$ cat src/rtl/branch_target_buffer_if.sv
// rtl/branch_target_buffer_if.sv - fetch lookup, branch update and invalidate bundle for the BTB
// The pipeline side is the master; the BTB is the slave.
interface branch_target_buffer_if #(
  parameter int PC_W = 32
);
  logic            i_Stall;
  logic            i_Flush;
  logic [PC_W-1:0] i_IF_PC;
  logic            o_IF_Hit;
  logic [PC_W-1:0] o_IF_Target;
  logic            o_PcMatchValid;
  logic [PC_W-1:0] o_PredTarget;
  logic [1:0]      o_CtrlIn;
  logic            i_WriteEnable;
  logic [PC_W-1:0] i_UpdPC;
  logic [PC_W-1:0] i_UpdTarget;
  logic [1:0]      i_CtrlOut;
  logic            i_Invalidate;
  logic            o_Busy;

  modport master (
    output i_Stall, i_Flush, i_IF_PC, i_WriteEnable, i_UpdPC, i_UpdTarget, i_CtrlOut, i_Invalidate,
    input  o_IF_Hit, o_IF_Target, o_PcMatchValid, o_PredTarget, o_CtrlIn, o_Busy
  );

  modport slave (
    input  i_Stall, i_Flush, i_IF_PC, i_WriteEnable, i_UpdPC, i_UpdTarget, i_CtrlOut, i_Invalidate,
    output o_IF_Hit, o_IF_Target, o_PcMatchValid, o_PredTarget, o_CtrlIn, o_Busy
  );
endinterface

$ cat src/rtl/branch_target_buffer.sv
// rtl/branch_target_buffer.sv - direct-mapped branch target buffer with invalidation sweep
// Combinational write-first lookup for fetch, plus an IF/ID-aligned registered copy.
module branch_target_buffer #(
  parameter int ENTRIES = 16,
  parameter int PC_W    = 32
) (
  input  logic                   clk,
  input  logic                   rst,
  branch_target_buffer_if.slave  bus
);
  localparam int IDX_W = $clog2(ENTRIES);
  localparam int TAG_W = PC_W - IDX_W - 2;

  typedef enum logic [0:0] {IDLE, SWEEP} state_t;

  state_t            state_q, state_d;
  logic [IDX_W-1:0]  sweep_idx_q;
  logic [ENTRIES-1:0] valid_q;
  logic [TAG_W-1:0]  tag_mem [ENTRIES];
  logic [PC_W-1:0]   tgt_mem [ENTRIES];
  logic [1:0]        ctr_mem [ENTRIES];

  logic [IDX_W-1:0]  if_idx, upd_idx;
  logic [TAG_W-1:0]  if_tag, upd_tag;
  logic              wr_en, fwd;
  logic              ent_valid;
  logic [TAG_W-1:0]  ent_tag;
  logic [PC_W-1:0]   ent_tgt;
  logic [1:0]        ent_ctr;
  logic              hit;
  logic [PC_W-1:0]   hit_tgt;
  logic [1:0]        hit_ctr;

  logic              match_valid_q;
  logic [PC_W-1:0]   pred_target_q;
  logic [1:0]        ctrl_in_q;

  assign if_idx  = bus.i_IF_PC[IDX_W+1:2];
  assign if_tag  = bus.i_IF_PC[PC_W-1:IDX_W+2];
  assign upd_idx = bus.i_UpdPC[IDX_W+1:2];
  assign upd_tag = bus.i_UpdPC[PC_W-1:IDX_W+2];

  // An invalidate request in the same cycle wins over the update.
  assign wr_en = bus.i_WriteEnable && (state_q == IDLE) && !bus.i_Invalidate;

  always_ff @(posedge clk or posedge rst) begin
    if (rst) begin
      state_q     <= IDLE;
      sweep_idx_q <= '0;
    end else begin
      state_q <= state_d;
      if (state_q == SWEEP)
        sweep_idx_q <= sweep_idx_q + 1'b1;
      else
        sweep_idx_q <= '0;
    end
  end

  always_comb begin
    state_d = state_q;
    case (state_q)
      IDLE:    if (bus.i_Invalidate) state_d = SWEEP;
      SWEEP:   if (sweep_idx_q == IDX_W'(ENTRIES - 1)) state_d = IDLE;
      default: state_d = IDLE;
    endcase
  end

  always_ff @(posedge clk or posedge rst) begin
    if (rst) begin
      valid_q <= '0;
    end else if (state_q == SWEEP) begin
      valid_q[sweep_idx_q] <= 1'b0;
    end else if (wr_en) begin
      valid_q[upd_idx] <= 1'b1;
    end
  end

  // Payload storage is never exposed while invalid, so it carries no reset.
  always_ff @(posedge clk) begin
    if (wr_en) begin
      tag_mem[upd_idx] <= upd_tag;
      tgt_mem[upd_idx] <= bus.i_UpdTarget;
      ctr_mem[upd_idx] <= bus.i_CtrlOut;
    end
  end

  always_comb begin
    fwd       = wr_en && (upd_idx == if_idx);
    ent_valid = fwd ? 1'b1          : valid_q[if_idx];
    ent_tag   = fwd ? upd_tag       : tag_mem[if_idx];
    ent_tgt   = fwd ? bus.i_UpdTarget : tgt_mem[if_idx];
    ent_ctr   = fwd ? bus.i_CtrlOut : ctr_mem[if_idx];
    hit       = (state_q == IDLE) && ent_valid && (ent_tag == if_tag);
    hit_tgt   = hit ? ent_tgt : '0;
    hit_ctr   = hit ? ent_ctr : 2'b00;
  end

  always_ff @(posedge clk or posedge rst) begin
    if (rst) begin
      match_valid_q <= 1'b0;
      pred_target_q <= '0;
      ctrl_in_q     <= 2'b00;
    end else if (bus.i_Flush) begin
      match_valid_q <= 1'b0;
      pred_target_q <= '0;
      ctrl_in_q     <= 2'b00;
    end else if (!bus.i_Stall) begin
      match_valid_q <= hit;
      pred_target_q <= hit_tgt;
      ctrl_in_q     <= hit_ctr;
    end
  end

  assign bus.o_IF_Hit       = hit;
  assign bus.o_IF_Target    = hit_tgt;
  assign bus.o_PcMatchValid = match_valid_q;
  assign bus.o_PredTarget   = pred_target_q;
  assign bus.o_CtrlIn       = ctrl_in_q;
  assign bus.o_Busy         = (state_q == SWEEP);
endmodule

$ cat src/flat_wrapper.sv
// flat-port wrapper written by rule: the top's interface ports become plain ports
module branch_target_buffer_flat 
#(
  parameter int ENTRIES = 16,
  parameter int PC_W    = 32
)
  (clk, rst, bus_i_Stall, bus_i_Flush, bus_i_IF_PC, bus_i_WriteEnable, bus_i_UpdPC, bus_i_UpdTarget, bus_i_CtrlOut, bus_i_Invalidate, bus_o_IF_Hit, bus_o_IF_Target, bus_o_PcMatchValid, bus_o_PredTarget, bus_o_CtrlIn, bus_o_Busy);
  branch_target_buffer_if #(.PC_W(PC_W)) bus_i ();
  input  logic clk;
  input  logic rst;
  input wire logic [$bits(bus_i.i_Stall)-1:0] bus_i_Stall;
  input wire logic [$bits(bus_i.i_Flush)-1:0] bus_i_Flush;
  input wire logic [$bits(bus_i.i_IF_PC)-1:0] bus_i_IF_PC;
  input wire logic [$bits(bus_i.i_WriteEnable)-1:0] bus_i_WriteEnable;
  input wire logic [$bits(bus_i.i_UpdPC)-1:0] bus_i_UpdPC;
  input wire logic [$bits(bus_i.i_UpdTarget)-1:0] bus_i_UpdTarget;
  input wire logic [$bits(bus_i.i_CtrlOut)-1:0] bus_i_CtrlOut;
  input wire logic [$bits(bus_i.i_Invalidate)-1:0] bus_i_Invalidate;
  output wire logic [$bits(bus_i.o_IF_Hit)-1:0] bus_o_IF_Hit;
  output wire logic [$bits(bus_i.o_IF_Target)-1:0] bus_o_IF_Target;
  output wire logic [$bits(bus_i.o_PcMatchValid)-1:0] bus_o_PcMatchValid;
  output wire logic [$bits(bus_i.o_PredTarget)-1:0] bus_o_PredTarget;
  output wire logic [$bits(bus_i.o_CtrlIn)-1:0] bus_o_CtrlIn;
  output wire logic [$bits(bus_i.o_Busy)-1:0] bus_o_Busy;
  assign bus_i.i_Stall = bus_i_Stall;
  assign bus_i.i_Flush = bus_i_Flush;
  assign bus_i.i_IF_PC = bus_i_IF_PC;
  assign bus_i.i_WriteEnable = bus_i_WriteEnable;
  assign bus_i.i_UpdPC = bus_i_UpdPC;
  assign bus_i.i_UpdTarget = bus_i_UpdTarget;
  assign bus_i.i_CtrlOut = bus_i_CtrlOut;
  assign bus_i.i_Invalidate = bus_i_Invalidate;
  assign bus_o_IF_Hit = bus_i.o_IF_Hit;
  assign bus_o_IF_Target = bus_i.o_IF_Target;
  assign bus_o_PcMatchValid = bus_i.o_PcMatchValid;
  assign bus_o_PredTarget = bus_i.o_PredTarget;
  assign bus_o_CtrlIn = bus_i.o_CtrlIn;
  assign bus_o_Busy = bus_i.o_Busy;
  branch_target_buffer #(.ENTRIES(ENTRIES), .PC_W(PC_W)) u_core (.clk(clk), .rst(rst), .bus(bus_i));
endmodule
$ cat config.mk
export PLATFORM = sky130hd
export DESIGN_NAME = branch_target_buffer_flat
export DESIGN_NICKNAME = d
export VERILOG_FILES = /design/src/rtl/branch_target_buffer_if.sv /design/src/rtl/branch_target_buffer.sv /design/src/flat_wrapper.sv
export SDC_FILE = /design/constraint.sdc
export NUM_CORES = 1
export LEC_CHECK = 0
export CAP_MARGIN = 10
export CORE_MARGIN = 8
export CORE_UTILIZATION = 40
export DETAILED_ROUTE_END_ITERATION = 7
export DONT_BUFFER_PORTS = 1
export GPL_ROUTABILITY_DRIVEN = 0
export SLEW_MARGIN = 25
export SYNTH_ARGS = -nofsm -noshare
export SYNTH_HDL_FRONTEND = slang
export SYNTH_SLANG_ARGS = --single-unit
$ cat constraint.sdc
create_clock -name clk -period 16.3 [get_ports clk]
set_input_delay 3.26 -clock clk [delete_from_list [all_inputs] [get_ports clk]]
set_output_delay 3.26 -clock clk [all_outputs]
set_load 0.01 [all_outputs]
==> reports/metrics.yaml <==
run_status:
  status: "complete, no violations"
worst_setup_path:
  worst-path-buf-inv: 1
  cpMostUsedCell: "mux4_2"
  required_ps: 13040
  start_kind: "input port"
  worstSetupPathType: "in2out"
  crit_path_max_incr_delay_ps: 550
  rr_worst_depth: 4
  endpoint_kind: "output port"
  crit_fanout: 258
  crit_path_top_delay_cell: "mux4_2"
  startpoint: "bus_i_IF_PC[3]"
  r2r_end: "u_core.tgt_mem[15][29]$_DFFE_PP_"
  critical-path-top-delay-family: "simple AND/OR/NAND/NOR gates"
  endpoint: "bus_o_IF_Target[19]"
  path_cells: "mux4_2 -> mux4_2 -> xor2_1 -> nor3_1 -> and4_1 -> o2111ai_4 -> buf_4 -> nor3b_1"
  arrival_ps: 6560
  crit_cells: 8
  r2r_slack_ps: 12610
  r2r-start: "u_core.bus.o_Busy$_DFF_PP0_"
route:
  finalWirelength_microns: 97600
  routed_via_density: 5.85
  drt_iter0_drc: 2095
  via_count: 19560
  drtPass1Iterations: 5
  drc: 0
  wl_per_cell_microns: 29.2
  antenna_left: 0
placement:
  port_buffers: 0
  placed_cells: 3159
  dp_hpwl_microns: 53500
  pre_cts_ws_ps: 6620
clock_tree:
  clkSlewWorstSetupHoldPaths_ps: 60
  cts_tree: "built"
  cts_buffers: 98
  hold_buffers: 0
  cts_setup_buffers: 0
  cts_resized: 0
  clock-sinks: 1016
  root_buffer: "clkbuf_16"
  clk_latency_ps: 680
  cts_buffer_depth: 3
  htreeDepth: 3
cells_and_area:
  instances_no_fill: 3346
  syn2layout_area_growth_pct: 11.8
  layout-drive-gt1-share: 0.254
  nFillCells: 8345
  layout_commonest_cell: "edfxtp_1"
  final_cell_mix: "edfxtp_1 (960), mux4_2 (272), nand2_1 (155)"
  nets: 2070
grt:
  overflow: 0
  grt_first_pass_wirelength_microns: 142000
  grt_max_degree: 259
  grt_pass1_vias: 20028
  grt_use_total: 0.173
  antenna_found_initial: 3
synth:
  synth_edf_count: 960
  async_flop_share: 0.0551
  synth_top_area_frac: 0.713
  synth.yosys.seq_area_share: 0.747
  syn-cell-area_sq_mm: 0.0405
  yosysTopAreaCell: "edfxtp_1"
  synthCells: 1932
  synthFlopType: "edfxtp_1"
  syn_nets: 2040
  synth_area_per_cell_sq_um: 20.9
  synth_area_leaders: "edfxtp_1 (71%), mux4_2 (15%), dfrtp_1 (3.5%)"
  ys_ff_latch: 1016
  yosysUniqueCellTypes: 65
  ys_warn_count: 0
sta:
  final-setup-viol-count: 0
  min_period_ps: 9820
  fin_crit_sh: 0.603
  grt_setup_unrepaired: "false"
  fmax_mhz: 102
  clock_skew_ps: 33.3
  relSlewSlack: 0.317
  hold_viol: 0
  fin_ws_ps: 6480
  fin_hold_ws_ps: 481
  tns_ps: 0
  slew_violations: 0
  tightest_slew_ps: 1020
floorplan:
  num_io_pins: 173
  start_util: 0.404
  die_y_microns: 334
  core_area_sq_mm: 0.100
  die_w_microns: 334
  fp-row-count: 116
  die-area_sq_mm: 0.112
pwr:
  powerDensity_mw_per_mm2: 120
  vdd_drop_max_mv: 0.0937
  leakagePower_nw: 14.3
job:
  max_cap_viol_count: 0
min_path:
  hp-class: "reg2reg"
## synth_stat cells, drive strengths merged (5+ instances only)
library cell,n
a221oi,10
a22o,9
a22oi,15
and2,8
buf,76
clkbuf,33
dfrtp,56
edfxtp,960
inv,23
mux2,9
mux2i,50
mux4,272
nand2,156
nand2b,21
nand3,6
nor2,26
nor2b,7
nor3,21
nor3b,22
o2111ai,5
o21ai,16
o22ai,7
o31ai,38
xnor2,14
xor2,16
## stage by stage
| stage | total power, mW | area [sq um] | utilization |
|---|---|---|---|
| detailed placement | 3.18 | 41900 | 0.419 |
| CTS | 5.44 | 45200 | 0.451 |
| global placement | 3.18 | 41900 | 0.418 |
| finish | 5.41 | 45200 | 0.452 |
| global route | 5.56 | 45200 | 0.451 |
| floorplan | 3.15 | 40500 | - |
## registers in the layout, summed over array words and instances, names as in the netlist
name and cells:
u_core.bus.o_Busy 1, u_core.ctr_mem 32, u_core.tgt_mem 512, u_core.valid_q 16, u_core.bus.o_PredTarget 32, u_core.bus.o_PcMatchValid 1, u_core.tag_mem 416, u_core.sweep_idx_q 4
u_core.bus.o_CtrlIn 2
## per-layer routing
| metal | share of wire | track usage | up-vias |
|---|---|---|---|
| met2 | 0.50 | 0.290 | 736 |
| met3 | 0.072 | 0.0353 | 146 |
| met4 | 0.021 | 0.0472 | 0 |
| met5 | 0 | 0 | - |
| met1 | 0.41 | 0.230 | 10617 |
| li1 | - | - | 8061 |
## power breakdown
group / internal (mW) / switching, mW / total, mW
clock network: 1.29 / 0.986 / 2.28
registers: 2.88 / 0.0171 / 2.90
logic: 0.121 / 0.111 / 0.232
total: 4.29 / 1.11 / 5.41
## final cells by class
cell class,count,area [sq um],area share
clock inverters,60,612,0.0135
clock buffers,122,2650,0.0585
diodes,4,10.0,0.000221
repair buffers,39,360,0.00797
multi-input cells,783,9650,0.213
inverters,24,91.3,0.00202
flip-flops and latches,1016,30200,0.668
well taps,1298,1620,0.0359
## kinds of logic (layout without fill, tap and decap cells)
| logic type | after synthesis | count (layout) | synth area share |
|---|---|---|---|
| multiplexers | 331 | 331 | 0.166 |
| XOR/XNOR | 30 | 30 | 0.00649 |
| flip-flops | 1016 | 1016 | 0.747 |
| other | 0 | 4 | 0 |
| adder cells (fa/ha/maj) | 4 | 4 | 0.00124 |
| buffers and inverters | 133 | 245 | 0.0180 |
| AND/OR/NAND/NOR | 280 | 280 | 0.0345 |
| AO/OA/AOI/OAI | 138 | 138 | 0.0263 |
## how the worst min path moves through the flow
| stage | endpoint | startpoint | depth (start not counted) | slack, ps |
|---|---|---|---|---|
| final | u_core.valid_q[15]$_DFFE_PP0P_ | u_core.valid_q[15]$_DFFE_PP0P_ | 1 | 480 |
| after detailed placement | u_core.valid_q[15]$_DFFE_PP0P_ | u_core.valid_q[15]$_DFFE_PP0P_ | 1 | 470 |
| after global placement | u_core.valid_q[13]$_DFFE_PP0P_ | u_core.valid_q[13]$_DFFE_PP0P_ | 1 | 460 |
| after CTS | u_core.valid_q[15]$_DFFE_PP0P_ | u_core.valid_q[15]$_DFFE_PP0P_ | 1 | 480 |
| after floorplan | u_core.valid_q[14]$_DFFE_PP0P_ | u_core.valid_q[14]$_DFFE_PP0P_ | 1 | 440 |
| after global routing | u_core.valid_q[13]$_DFFE_PP0P_ | u_core.valid_q[13]$_DFFE_PP0P_ | 1 | 500 |
Power figures use the tool's default switching activity.
